===== src/rtl/l1_trigger_collector.sv =====
// Merges rising edges of unmasked L1 beam triggers into timestamped words, queued in a FWFT FIFO.
// Optional L1_COLLECTOR_SOFT_TRIG_EN adds soft_trig_i and an MSB "soft-started" flag bit.
module l1_trigger_collector #(
  parameter int NBEAMS    = 48,
  parameter int TS_BITS   = 16,
  parameter int MERGE_LEN = 4,
  parameter int DEPTH     = 16
) (
  input  logic                      ifclk,
  input  logic                      ifclk_rst_i,
  input  logic [NBEAMS-1:0]         trig_i,
  input  logic [NBEAMS-1:0]         mask_i,
  input  logic [7:0]                holdoff_i,
  input  logic                      ts_rst_i,
`ifdef L1_COLLECTOR_SOFT_TRIG_EN
  input  logic                      soft_trig_i,
  output logic [TS_BITS+NBEAMS:0]   trig_dat_o,
`else
  output logic [TS_BITS+NBEAMS-1:0] trig_dat_o,
`endif
  output logic                      trig_valid_o,
  input  logic                      trig_ready_i,
  output logic [15:0]               drop_cnt_o,
  output logic                      busy_o
);

`ifdef L1_COLLECTOR_SOFT_TRIG_EN
  localparam int DW = TS_BITS + NBEAMS + 1;
`else
  localparam int DW = TS_BITS + NBEAMS;
`endif
  localparam int AW = $clog2(DEPTH);
  localparam int MW = (MERGE_LEN > 1) ? $clog2(MERGE_LEN) : 1;

  typedef enum logic [1:0] {IDLE, MERGE, PUSH, HOLDOFF} state_t;

  state_t              state_q, state_d;
  logic [TS_BITS-1:0]  ts_q, ts_d, cap_ts_q, cap_ts_d;
  logic [NBEAMS-1:0]   trig_dly_q, bitmap_q, bitmap_d, rise;
  logic [MW-1:0]       mcnt_q, mcnt_d;
  logic [7:0]          hcnt_q, hcnt_d;
  logic                flag_q, flag_d, soft_w, cap, cap_soft;
  logic [15:0]         drop_q, drop_d;
  logic [DW-1:0]       mem_q [DEPTH];
  logic [DW-1:0]       last_q, last_d, wr_word;
  logic [AW-1:0]       wr_ptr_q, wr_ptr_d, rd_ptr_q, rd_ptr_d;
  logic [AW:0]         cnt_q, cnt_d;
  logic                wr_en, push, pop;

`ifdef L1_COLLECTOR_SOFT_TRIG_EN
  assign soft_w  = soft_trig_i;
  assign wr_word = {flag_q, cap_ts_q, bitmap_q};
`else
  assign soft_w  = 1'b0;
  assign wr_word = {cap_ts_q, bitmap_q};
`endif

  assign rise = trig_i & ~trig_dly_q & ~mask_i;
  assign ts_d = ts_rst_i ? '0 : ts_q + TS_BITS'(1);

  always_comb begin
    state_d  = state_q;
    cap_ts_d = cap_ts_q;
    bitmap_d = bitmap_q;
    mcnt_d   = mcnt_q;
    hcnt_d   = hcnt_q;
    flag_d   = flag_q;
    wr_en    = 1'b0;
    cap      = 1'b0;
    cap_soft = 1'b0;
    case (state_q)
      IDLE: begin
        cap      = (|rise) | soft_w;
        cap_soft = soft_w;
      end
      MERGE: begin
        bitmap_d = bitmap_q | rise;
        mcnt_d   = mcnt_q - MW'(1);
        if (mcnt_q <= MW'(1)) state_d = PUSH;
      end
      PUSH: begin
        wr_en = 1'b1;
        // With no holdoff the collector is immediately re-armed, so an edge in this cycle opens the next word.
        if (holdoff_i == 8'd0) begin
          state_d = IDLE;
          cap     = |rise;
        end else begin
          hcnt_d  = holdoff_i;
          state_d = HOLDOFF;
        end
      end
      HOLDOFF: begin
        hcnt_d = hcnt_q - 8'd1;
        if (hcnt_q <= 8'd1) state_d = IDLE;
      end
      default: state_d = IDLE;
    endcase
    if (cap) begin
      cap_ts_d = ts_q;
      bitmap_d = rise;
      flag_d   = cap_soft;
      mcnt_d   = MW'(MERGE_LEN - 1);
      state_d  = (MERGE_LEN == 1) ? PUSH : MERGE;
    end
  end

  always_comb begin
    pop      = (cnt_q != '0) & trig_ready_i;
    push     = wr_en & ((cnt_q != (AW+1)'(DEPTH)) | pop);
    cnt_d    = cnt_q + {{AW{1'b0}}, push} - {{AW{1'b0}}, pop};
    wr_ptr_d = push ? wr_ptr_q + AW'(1) : wr_ptr_q;
    rd_ptr_d = pop  ? rd_ptr_q + AW'(1) : rd_ptr_q;
    last_d   = pop  ? mem_q[rd_ptr_q] : last_q;
    drop_d   = drop_q;
    if (wr_en && !push && drop_q != 16'hFFFF) drop_d = drop_q + 16'd1;
  end

  always_ff @(posedge ifclk) begin
    if (ifclk_rst_i) begin
      state_q    <= IDLE;
      ts_q       <= '0;
      trig_dly_q <= '0;
      cap_ts_q   <= '0;
      bitmap_q   <= '0;
      mcnt_q     <= '0;
      hcnt_q     <= '0;
      flag_q     <= 1'b0;
      drop_q     <= '0;
      wr_ptr_q   <= '0;
      rd_ptr_q   <= '0;
      cnt_q      <= '0;
      last_q     <= '0;
    end else begin
      state_q    <= state_d;
      ts_q       <= ts_d;
      trig_dly_q <= trig_i;
      cap_ts_q   <= cap_ts_d;
      bitmap_q   <= bitmap_d;
      mcnt_q     <= mcnt_d;
      hcnt_q     <= hcnt_d;
      flag_q     <= flag_d;
      drop_q     <= drop_d;
      wr_ptr_q   <= wr_ptr_d;
      rd_ptr_q   <= rd_ptr_d;
      cnt_q      <= cnt_d;
      last_q     <= last_d;
    end
  end

  // Storage needs no reset: the pointers and count define what is valid.
  always_ff @(posedge ifclk) begin
    if (push) mem_q[wr_ptr_q] <= wr_word;
  end

  assign trig_valid_o = (cnt_q != '0);
  assign trig_dat_o   = trig_valid_o ? mem_q[rd_ptr_q] : last_q;
  assign drop_cnt_o   = drop_q;
  assign busy_o       = (state_q != IDLE);

endmodule


===== config.mk =====
export PLATFORM = sky130hd
export DESIGN_NAME = l1_trigger_collector
export DESIGN_NICKNAME = d
export VERILOG_FILES = /design/src/rtl/l1_trigger_collector.sv
export SDC_FILE = /design/constraint.sdc
export NUM_CORES = 1
export LEC_CHECK = 0
export CORE_MARGIN = 4
export CORE_UTILIZATION = 25
export CTS_CLUSTER_SIZE = 30
export DETAILED_ROUTE_END_ITERATION = 10
export GPL_TIMING_DRIVEN = 0
export SLEW_MARGIN = 20
export SYNTH_ARGS = -nofsm -noshare
export SYNTH_HDL_FRONTEND = slang
export SYNTH_SLANG_ARGS = --single-unit

===== constraint.sdc =====
create_clock -name ifclk -period 9.34 [get_ports ifclk]
set_clock_uncertainty 0.2 [all_clocks]
set_input_delay 2.802 -clock ifclk [delete_from_list [all_inputs] [get_ports ifclk]]
set_output_delay 2.802 -clock ifclk [all_outputs]
set_load 0.03 [all_outputs]

# Yosys cells after proc, flatten, opt, wreduce, memory -nomap -nowiden

Memories as Yosys holds them, arrays and structs flattened. A register that Yosys moved wholly into a read port is not among the register bits.
Index checks and enable logic that the tools add are counted.

RAM bits: 1024
Output and inout port bits: 82
Memories: 1
Input port bits: 108
Bits in registers: 233

Add/sub/neg operators: 8
Muxes and demuxes: 19
Equal/unequal tests: 10
Reduce and logical (&&, ||, !) cells: 17
Magnitude comparators: 2
Bitwise logic cells: 8

Memory list:

| memory | depth | width | read ports | clocked after Yosys merged registers in | write ports | line | text |
|---|---|---|---|---|---|---|---|
| mem_q  | 16    | 64    | 1          | 1                                       | 1           | 44   | `logic [DW-1:0] mem_q [DEPTH];` |

Operators by type and width:

| kind                                                                  | count |
|---|---|
| 48-bit bitwise AND                                                    | 2 |
| 48-bit 2-to-1 mux                                                     | 2 |
| 48-bit inverter                                                       | 2 |
| 64-bit 2-to-1 mux                                                     | 1 |
| 48-bit OR                                                             | 1 |
| 48-bit OR reduction                                                   | 1 |
| 16-bit by 1-bit adder with 16-bit output, second input constant       | 2 |
| 16-bit != test, second input constant                                 | 1 |
| 8-bit case mux with 2 select lines                                    | 1 |
| 2-bit 2-to-1 mux                                                      | 5 |
| 4-bit by 1-bit adder with 4-bit output, second input constant         | 2 |
| 8-bit by 1-bit <= comparator with 1-bit output, second input constant | 1 |
| 8-bit logical NOT                                                     | 1 |
| 4-bit 2-to-1 mux                                                      | 2 |
| 8-bit 2-to-1 mux                                                      | 1 |
| 8-bit by 1-bit subtractor with 8-bit output, second input constant    | 1 |
| 2-bit != test, second input constant                                  | 3 |
| 3-bit != test, second input constant                                  | 2 |
| 2-bit case mux with 3 select lines                                    | 1 |
| 3-bit AND reduction                                                   | 2 |
| 2-bit nonzero test                                                    | 3 |
| 5-bit by 1-bit adder with 5-bit output                                | 1 |
| 1-bit 2-to-1 mux                                                      | 5 |
| 5-bit != test, second input constant                                  | 1 |
| other kinds (16)                                                      | 20 |

# Depth between registers and ports, before layout

Depth in word-level cells: 8
Depth in mapped cells: 17
Mapped depth without buffers: 16

# Worst setup path before layout

No wires, ideal clock.

Kind: in2reg
From: in trig_ready_i
To: mem mem_q[3][0] (netlist bit) (enable)
Path slack: 0.682 ns
Setup time: 0.564 ns
Data arrival time: 7.894 ns
Data required time: 8.576 ns
Stages on the path: 4
Cells stage by stage: nor2b_1 a21oi_1 nand2_1 nor3_1

Cells in the longest elaborated chain, start to end: 5

Ends and longest elaborated chain:

| element                                | line | text |
|---|---|---|
| from (decl)                            | 22   | `input logic trig_ready_i,` |
| 1-bit bitwise AND                      | 108  | `pop = (cnt_q != '0) & trig_ready_i;` |
| 1-bit OR                               | 109  | `push = wr_en & ((cnt_q != (AW+1)'(DEPTH)) \| pop);` |
| 1-bit bitwise AND                      | 109  |  |
| 1-bit 2-to-1 mux                       | 152  | `if (push) mem_q[wr_ptr_q] <= wr_word;` |
| 1-bit 2-to-1 mux (not written as such) | 152  |  |
| to (decl)                              | 44   |  |

No other way between the ends.

# Worst setup path after layout

From: reg cnt_q[2]
To: out trig_dat_o[45]

Cells in the longest elaborated chain, start to end: 2

Ends and longest elaborated chain:

| element                | line | text |
|---|---|---|
| from (decl)            | 47   | `logic [AW:0] cnt_q, cnt_d;` |
| from (signal assigned) | 145  | `cnt_q <= cnt_d;` |
| 5-bit nonzero test     | 155  | `assign trig_valid_o = (cnt_q != '0);` |
| 64-bit 2-to-1 mux      | 156  | `assign trig_dat_o = trig_valid_o ? mem_q[rd_ptr_q] : last_q;` |
| to (decl)              | 19   | `output logic [TS_BITS+NBEAMS-1:0] trig_dat_o,` |

No other way between the ends.

==> results.tsv <==
stage	metric	value	unit
run_status	outcome	finished, final reports clean	
yosys	ys_async_sr_fraction	0	
worst_setup_path	r2r_start	state_q[0]	
worst_setup_path	crit_top_cell	nand2_1	
timing	worst_pin_slew	1240	ps
worst_setup_path	path_cells	inv_1, ha_1, nor4b_1, clkbuf_2, clkbuf_1, nand2_1, nand2_1, clkdlybuf4s50_1	
floorplanning	ios	190	
floorplanning	die_area	203000	sq um
timing	holdWs	253	ps
drt	dr.first_iter.drc_count	2694	
clocking	cts_tree	done	
floorplanning	start_util	0.252	
finish	syn_to_final_growth	23.4	%
worst_setup_path	endpoint_kind	primary output	
global_routing	antenna_found_initial	2	
floorplanning	coreArea	195000	sq um
yosys	yosysWarnings	0	
global_routing	grt_max_degree	20	
finish	fillers	19000	
floorplanning	rows	162	
finish	drive_gt1_frac	0.240	
yosys	synth_nets	2865	
worst_setup_path	cp-endpoint	trig_dat_o[45]	
worst_setup_path	r2r_cells	12	
timing	max_slew_margin	0.172	
place	place_ws	2640	ps
power_and_ir_drop	p_per_area	270	nW/um^2
clocking	cts_root_buf	clkbuf_16	
worst_setup_path	critPathMaxStageDelay	740	ps
clocking	clk_latency	770	ps
timing	worst_slack	1880	ps
floorplanning	dieWidth	451	um
clocking	htreeDepth	4	
timing	rsz0062_at_grt	false	
worst_setup_path	crit_cells	8	
worst_setup_path	reg2reg_to	mem_q[0][35]	
place	hpwlAfterDp	102000	um
place	gp_congestion	0.792	
timing	finalHoldViolCount	0	
timing	fmax	134	MHz
clocking	cts.sinks	1261	
drt	routedWlPerCell	24.5	um
floorplanning	dieHeight	451	um
worst_hold_path	holdCritStartpoint	last_q[30]	
global_routing	grt_usage	0.140	
worst_setup_path	crit_slowest_cell	nor4b_1	
clocking	post_cts_resized	0	
yosys	synth-main-ff-cell	edfxtp_1	
drt	viasPerCell	4.59	
finish	nNetsFinal	3297	
finish	fin_area	60600	sq um
worst_setup_path	critPathMaxFanout	10	
drt	dr.pass1.iters	5	
worst_setup_path	start_kind	register	
finish	multi_input_area	12700	sq um
clocking	cts_hold_repair.buffers	0	
global_routing	grt_pass1_vias	27600	
yosys	synth_cell_types	56	
clocking	numCtsBuffers	139	
worst_setup_path	cp.buffers_inverters	4	
run	drv_cap	0	
timing	fin_crit	7460	ps
finish	antennaDiodeCount	0	
yosys	synth_area_per_cell	17.9	sq um
drt	routed_wl	145000	um
place	placed_area	56100	sq um
clocking	clkTransAtPathRegs	60	ps
yosys	synth-edff-count	1024	
worst_setup_path	worstPathRequired	6340	ps
power_and_ir_drop	p_leak	19.0	nW
timing	min_period_over_period	0.798	
timing	setup_viol	0	
worst_hold_path	min_path_type	reg -> reg	
place	portBuffers	189	
worst_setup_path	path_class	reg -> out	
drt	drtAntennaViolNets	0	
worst_setup_path	critPathTopFamily	buffers and inverters	
yosys	ys_ff_latch	1261	
worst_setup_path	reg2reg_slack	4960	ps
yosys	syn_area	49100	sq um
drt	drc	0	
yosys	syn_inst	2735	
worst_setup_path	crit_arrival	4450	ps
global_routing	overflow	0	
clocking	post_cts.repair.setup_buffers	0	
yosys	synth.yosys.seq_area_share	0.723	
timing	final_max_slew_viol_count	0	
drt	vias	27100	
timing	finalSetupTns	0	ps
clocking	cts_buffer_depth	3	
global_routing	grt_pass1_wl	204000	um
power_and_ir_drop	total_power	0.0164	W
finish	regArea	35500	sq um
worst_setup_path	startpoint	cnt_q[2]	
power_and_ir_drop	irDropWorstVdd	160	uV
## layout by cell type (no fill, tap or decap), types with 16 or more instances in the layout
| cell | count |
|---|---|
| o32ai_1 | 16 |
| o32ai_2 | 33 |
| dfxtp_1 | 237 |
| a21oi_1 | 88 |
| buf_2 | 16 |
| nand2_1 | 425 |
| ha_1 | 21 |
| clkbuf_16 | 140 |
| clkinv_2 | 21 |
| nor2b_1 | 52 |
| buf_4 | 46 |
| o21ai_0 | 18 |
| nand4_1 | 17 |
| edfxtp_1 | 1024 |
| buf_12 | 34 |
| clkinv_1 | 21 |
| mux2i_1 | 18 |
| buf_1 | 16 |
| buf_6 | 44 |
| inv_1 | 75 |
| clkdlybuf4s50_1 | 189 |
| nor3b_2 | 35 |
| clkbuf_1 | 97 |
| mux4_2 | 320 |
| nor4_1 | 17 |
| xor2_1 | 16 |
| nor2_1 | 46 |
## cells in the mapped netlist (9+ instances only)
cell type / instances / share of area
nor3_1: 9 / 0.00092
buf_1: 18 / 0.0014
mux4_2: 320 / 0.15
xnor2_1: 10 / 0.0018
o32ai_1: 16 / 0.0029
buf_2: 14 / 0.0014
buf_6: 34 / 0.0078
nand4_1: 17 / 0.0022
mux2i_1: 18 / 0.0037
nor3b_1: 50 / 0.0076
nor2b_1: 52 / 0.0066
nand3_1: 11 / 0.0011
clkbuf_1: 80 / 0.0061
o32ai_2: 33 / 0.011
xor2_1: 16 / 0.0029
or3_1: 10 / 0.0013
ha_1: 21 / 0.0054
inv_1: 75 / 0.0057
nor4_1: 17 / 0.0022
a21oi_1: 88 / 0.0090
nand2_1: 425 / 0.033
edfxtp_1: 1024 / 0.63
dfxtp_1: 237 / 0.097
o21ai_0: 18 / 0.0018
nor2_1: 58 / 0.0044
## worst reg2reg max path, cell delays in order (launching register included)
cell     delay (ps)
dfxtp_1         350
inv_1           100
ha_1            490
inv_1           330
a21oi_1         620
nand2_1         400
nor3_2          340
buf_4           260
buf_4           230
buf_6           180
buf_6           160
buf_4           190
buf_4           210
## power breakdown
group / total (W) / leakage, nW / internal (W) / switching, W
Sequential: 0.00661 / 11.1 / 0.00638 / 0.000229
Clock: 0.00544 / 2.19 / 0.00313 / 0.00231
Combinational: 0.00431 / 5.67 / 0.00174 / 0.00257
Total: 0.0164 / 19.0 / 0.0113 / 0.00511
## sequential cells by signal (all words and copies together) (netlist names), named ones only
signal      flops
bitmap_q       48
cnt_q           5
trig_dly_q     48
cap_ts_q       16
last_q         64
mcnt_q          2
drop_cnt_o     16
rd_ptr_q        4
mem_q        1024
state_q         2
ts_q           16
wr_ptr_q        4
hcnt_q          8
## per-layer routing
metal / GRT usage / share of wire / vias to the layer above
met1: 0.169 / 0.38 / 14200
met3: 0.0273 / 0.066 / 252
met5: 0 / 0 / -
li1: - / - / 11600
met4: 0.0646 / 0.049 / 0
met2: 0.241 / 0.51 / 1020
## per-stage QoR
step / instances / utilization
after floorplan: 2735 / -
after global placement: 5548 / 0.278
final: 5905 / 0.311
after detailed placement: 5649 / 0.287
after global routing: 5905 / 0.311
after CTS: 5904 / 0.311
## worst min path at each step
stage | to | slack, ps | cells past startpoint
6_report | last_q[30] | 250 | 2
5_1_grt | ts_q[0] | 270 | 1
4_1_cts | last_q[41] | 250 | 2
3_5_place_dp | last_q[41] | 250 | 2
3_3_place_gp | last_q[55] | 240 | 2
2_1_floorplan | ts_q[0] | 230 | 1
## logic make-up (layout without fill, tap and decap cells)
family,count (synthesis),after routing,share of synthesized area
xor gates and xnor gates,26,26,0.00464
and+or+nand+nor,677,677,0.0632
DFF,1261,1261,0.723
adders and majority gates,22,22,0.00576
muxes,340,340,0.151
buffers and inverters,225,771,0.0230
AOI/OAI and AO/OA,184,184,0.0292
## area by class of cell
type,count,area share
clock inverter,77,0.0127
tap,2624,0.0542
clock buffer,178,0.0617
multi-input combinational,1249,0.210
timing repair buffer,291,0.0563
inverter,76,0.00471
sequential,1261,0.586
buffer,149,0.0142
Power figures use the tool's default switching activity.
==> edit 1, RTL diff (config.mk and constraints unchanged) <==
The parameter `TS_BITS` goes from 16 to 14.
--- a/src/rtl/l1_trigger_collector.sv
+++ b/src/rtl/l1_trigger_collector.sv
@@ -4,3 +4,3 @@
   parameter int NBEAMS    = 48,
-  parameter int TS_BITS   = 16,
+  parameter int TS_BITS   = 14,
   parameter int MERGE_LEN = 4,
Ports: changed (resized trig_dat_o); port bits go from 190 to 188. The function was not compared with the original's and may differ.
==> edit 1 against the unedited design <==
  * Sequential power fell by 3%
  * Total power fell by 5.9%
  * Cell area fell by 3.8%
  * Combinational power fell by 5.6%
  * Sequential cell count fell by 38
  * Die area fell by 2.8%
  * Setup slack improved by 71 ps
  * Routed wire length fell by 8.9%
  * Sequential share of layout area rose by 0.46 points
  * Synthesized area fell by 2.8%
  * Highest routed layer is now met5
  * Hold slack got worse by 1.2 ps
==> edit 1: results (changes against the unedited design) <==
Largest regs=mem_q: 992 flops, last_q: 62 flops (was mem_q: 1024 flops, last_q: 64 flops); Warnings, synthesis=0 (unchanged); multiplexer share of the synthesized area=15.0% (was 15.1%); Int Pwr=10.6 mW (was 11.3 mW); Worst slew margin=20.7% (was 17.2%); complex-gate fraction of the synthesized area=3.05% (was 2.92%); cts bufs inserted=130 (was 139); dpl hpwl=90800 µm (was 102000 µm); worst skew pair latency=750 ps (was 770 ps); top post-synthesis cells by area=edfxtp_1 (62%), mux4_2 (15%), dfxtp_1 (9.7%), nand2_1 (3.2%), o32ai_2 (1.5%) (was edfxtp_1 (63%), mux4_2 (15%), dfxtp_1 (9.7%), nand2_1 (3.3%), o32ai_2 (1.1%)); initial antenna violation count=8 (was 2); first-pass GRT wire length=190000 µm (was 204000 µm); post-synth cell types=60 (was 56); Pre-antenna DRT Iters=6 (was 5); vias in the first global route=26300 (was 27600); Synthesized Nets=2782 (was 2865); Via density=4.55 (was 4.59); number of flops mapped to enable cells by yosys=992 (was 1024); DRT Wirelength=132000 µm (was 145000 µm); fin nets=3194 (was 3297); Tot GR Track Use=13.2% (was 14.0%); Post CTS Setup Buffer Count=0 (unchanged); worst vdd ir=178 µV (was 160 µV); register area share after synthesis=72.1% (was 72.3%); layout cells sized above 1=22.6% (was 24.0%); outcome=finished, final reports clean (unchanged); Commonest cells post-synth=edfxtp_1 (992), nand2_1 (409), mux4_2 (310) (was edfxtp_1 (1024), nand2_1 (425), mux4_2 (320)); Place WS=2200 ps (was 2640 ps); Crit path arrival time=4380 ps (was 4450 ps); post-synthesis xor/xnor area fraction=0.551% (was 0.464%); PortBufs=187 (was 189); Top FF cell, synth=edfxtp_1 (unchanged); Synth Area in Adders=0.593% (was 0.576%); Leakage=18.2 nW (was 19.0 nW); 1st-iter DRT viols=2518 (was 2694); RD Place Congestion=0.754 (was 0.792)
## edit 1: cell count changes after synthesis, sizes merged, moves of 6 or more
cell,delta
clkbuf,-17
buf,+15
nand3,+6
or3,-6
dfxtp,-6
mux4,-10
nand2,-16
o21ai,-9
edfxtp,-32
nor4,+6
xnor2,+7
## edit 1: power groups by stage
stage / clock (mW) / combinational [mW] / sequential [mW]
finish: 4.90 / 4.07 / 6.43
CTS: 5.00 / 4.18 / 6.43
detailed placement: 0 / 4.17 / 6.55
global route: 5.23 / 4.35 / 6.47
global placement: 0 / 4.12 / 6.55
floorplan: 0 / 2.63 / 6.46
## edit 1: layer usage
metal	GRT usage [%]	up-vias	wire length [µm]
met3	2.08	213	6690
met1	16.2	13600	51300
met5	0	-	26
li1	-	11200	-
met4	5.54	4	5460
met2	23.1	825	68100
## edit 1: cell families after synthesis
| group | Yosys count |
|---|---|
| muxes | 327 |
| AOI/OAI and AO/OA | 170 |
| and+or+nand+nor | 661 |
| DFF | 1223 |
| xor gates and xnor gates | 30 |
| adders and majority gates | 22 |
| buffers and inverters | 219 |
## edit 1: final timing paths
| check | depth (start not counted) | end | from | slack, ps |
|---|---|---|---|---|
| setup / recovery | 8 | trig_dat_o[41] | register | 1960 |
| hold / removal | 2 | last_q[26] | last_q[26] | 250 |
| setup reg to reg | 17 | cnt_q[4] | cnt_q[2] | 4090 |
| hold reg to reg | 2 | last_q[26] | last_q[26] | 250 |
## edit 1: critical path: stages (launching register included)
cell and delay (ps):
dfxtp_1 300, buf_2 170, buf_2 370, buf_1 690
mux4_2 430, mux4_2 610, nand2_1 290, nand2_1 150
clkdlybuf4s50_1 620
## edit 1: cell type report
type                            count  area [µm²]
Sequential cell                  1223       34400
Buffer                            147         837
Antenna cell                        3        7.51
Clock inverter                     66         522
Timing Repair Buffer              280        3300
Inverter                           72         270
Clock buffer                      166        3470
Fill cell                       18300      132000
Tap cell                         2511        3140
Multi-Input combinational cell   1210       12300
## edit 1: per-stage QoR
step                total power [mW]  setup TNS (ps)  cell area [µm²]  cells
CTS                             15.6               0            58300   5675
finish                          15.4               0            58300   5678
global route                    16.0               0            58300   5676
global placement                10.7        -3202450            52700   5350
detailed placement              10.7               0            54300   5443
floorplan                       9.09               0            47700   2652
==> edit 2, RTL diff (config.mk and constraints unchanged) <==
Without the edit above. Reset style: asynchronous (`ifclk_rst_i`), changed in one clocked block.
--- a/src/rtl/l1_trigger_collector.sv
+++ b/src/rtl/l1_trigger_collector.sv
@@ -117,3 +117,3 @@
 
-  always_ff @(posedge ifclk) begin
+  always_ff @(posedge ifclk or posedge ifclk_rst_i) begin
     if (ifclk_rst_i) begin
Behaviour: differs if ifclk_rst_i is asserted again (counterexample within 4 cycles, from zero or initial values and one cycle with ifclk_rst_i high); with ifclk_rst_i held inactive, the same outputs for 4 cycles.
==> edit 2 against the unedited design <==
  * Routed wire length decreased by 8.3%
  * Setup slack got worse by 460 ps
  * Sequential share of layout area rose by 1.9 points
  * Global-route usage decreased by 1.2 points
  * Sequential cell count is 4 lower
  * Non-clock buffer count increased by 1
  * Synthesized area up 0.36%
  * First-iteration DRC count down 11%
  * Total power grew 0.38%
  * Cell area down 0.25%
==> edit 2: results (changes against the unedited design) <==
Synth Area in Adders=0.447% (was 0.576%); Crit path arrival time=4910 ps (was 4450 ps); WHS Path Cells=1 (was 2); Commonest cells post-synth=edfxtp_1 (1024), mux4_2 (320), dfrtp_1 (233) (was edfxtp_1 (1024), nand2_1 (425), mux4_2 (320)); 1st-iter DRT viols=2388 (was 2694); Fmax achieved=126 MHz (was 134 MHz); worst vdd ir=135 µV (was 160 µV); Final Hold Viols=0 (unchanged); dpl hpwl=88500 µm (was 102000 µm); largest net degree at the start of global routing=34 (was 20); switch share=30.0% (was 31.2%); Leakage=20.3 nW (was 19.0 nW); FILL cells=18800 (was 19000); outcome=finished, final reports clean (unchanged); via count=25500 (was 27100); post-synth cell types=55 (was 56); layout cells sized above 1=29.9% (was 24.0%); Avg WL per Cell=23.9 µm (was 24.5 µm); post-synthesis xor/xnor area fraction=0.693% (was 0.464%); Tot GR Track Use=12.8% (was 14.0%); cts bufs inserted=130 (was 139); fin nets=2945 (was 3297); first-pass GRT wire length=190000 µm (was 204000 µm); top post-synthesis cells by area=edfxtp_1 (62%), mux4_2 (15%), dfrtp_1 (12%), mux2_2 (3.2%), nand4_1 (0.81%) (was edfxtp_1 (63%), mux4_2 (15%), dfxtp_1 (9.7%), nand2_1 (3.3%), o32ai_2 (1.1%)); multiplexer share of the synthesized area=18.0% (was 15.1%); reg2reg path depth=15 (was 12); Post-synth ARST share=18.5% (was 0%); Worst slew margin=23.2% (was 17.2%); register area share after synthesis=74.3% (was 72.3%); complex-gate fraction of the synthesized area=1.31% (was 2.92%); reg2reg setup slack=5060 ps (was 4960 ps)
edit 2: cell types whose count changed after synthesis, moves of 49 or more:
cell	delta
nand2_1	-353
dfxtp_1	-237
dfrtp_1	+233
mux2_2	+137
a21oi_1	-80
inv_1	-53
a22oi_1	+51
nor2b_1	-49
edit 2: cell type report:
type                    instances  area share (%)
repair buffers                314            5.53
inverters                      23           0.149
plain buffers                 127           0.888
flip-flops and latches       1257            60.5
multi-input cells             967            20.4
diodes                          1         0.00414
clock buffers                 174            5.81
well taps                    2624            5.43
clock inverters                65            1.26
edit 2: path summary, 6_finish.rpt:
check,start,end
min in group asynchronous,ifclk_rst_i,cap_ts_q[14]
max reg2reg,cnt_q[2],cnt_q[4]
max,rd_ptr_q[1],trig_dat_o[4]
max in group asynchronous,ifclk_rst_i,last_q[31]
min reg2reg,drop_cnt_o[8],drop_cnt_o[8]
min,drop_cnt_o[8],drop_cnt_o[8]
edit 2: critical path, cell delays in order, from the launching register on:
cell	delay [ps]
dfrtp_1	350
clkbuf_1	270
clkbuf_1	790
clkbuf_1	790
mux4_2	430
mux4_2	490
mux2_2	390
clkdlybuf4s50_1	630
edit 2: cells by family (layout without fill, tap and decap cells):
| kind of cell | count (synthesis) | count (layout) |
|---|---|---|
| flops | 1257 | 1257 |
| mux | 468 | 468 |
| simple gates | 354 | 354 |
| buf+inv | 150 | 703 |
| compound gates | 89 | 89 |
| xor+xnor | 39 | 39 |
| fa+ha+maj | 17 | 17 |
| other cells | 0 | 1 |
edit 2: per-stage QoR:
step	std cells	setup slack, ps	util (%)	hold slack, ps	area, µm²
floorplan	2374	-885	-	253	49300
global placement	5187	-10820	27.9	284	54400
detailed placement	5312	2150	28.7	290	56200
CTS	5551	1320	30.9	297	60400
global route	5552	1280	30.9	318	60400
finish	5552	1430	30.9	293	60400
edit 2: power groups by stage:
stage / logic (mW) / registers [mW] / clock network [mW]
final: 4.78 / 6.41 / 5.25
after global routing: 5.11 / 6.43 / 5.59
after CTS: 4.95 / 6.41 / 5.36
after detailed placement: 4.93 / 6.52 / 0
after global placement: 4.86 / 6.51 / 0
after floorplan: 3.08 / 6.46 / 0
edit 2: routing by layer:
layer	track usage, %	vias up	part of all wire (%)
li1	-	10700	-
met1	16.4	13600	40
met2	21.8	929	50
met3	2.31	176	5.7
met4	4.66	0	3.6
met5	0	-	0
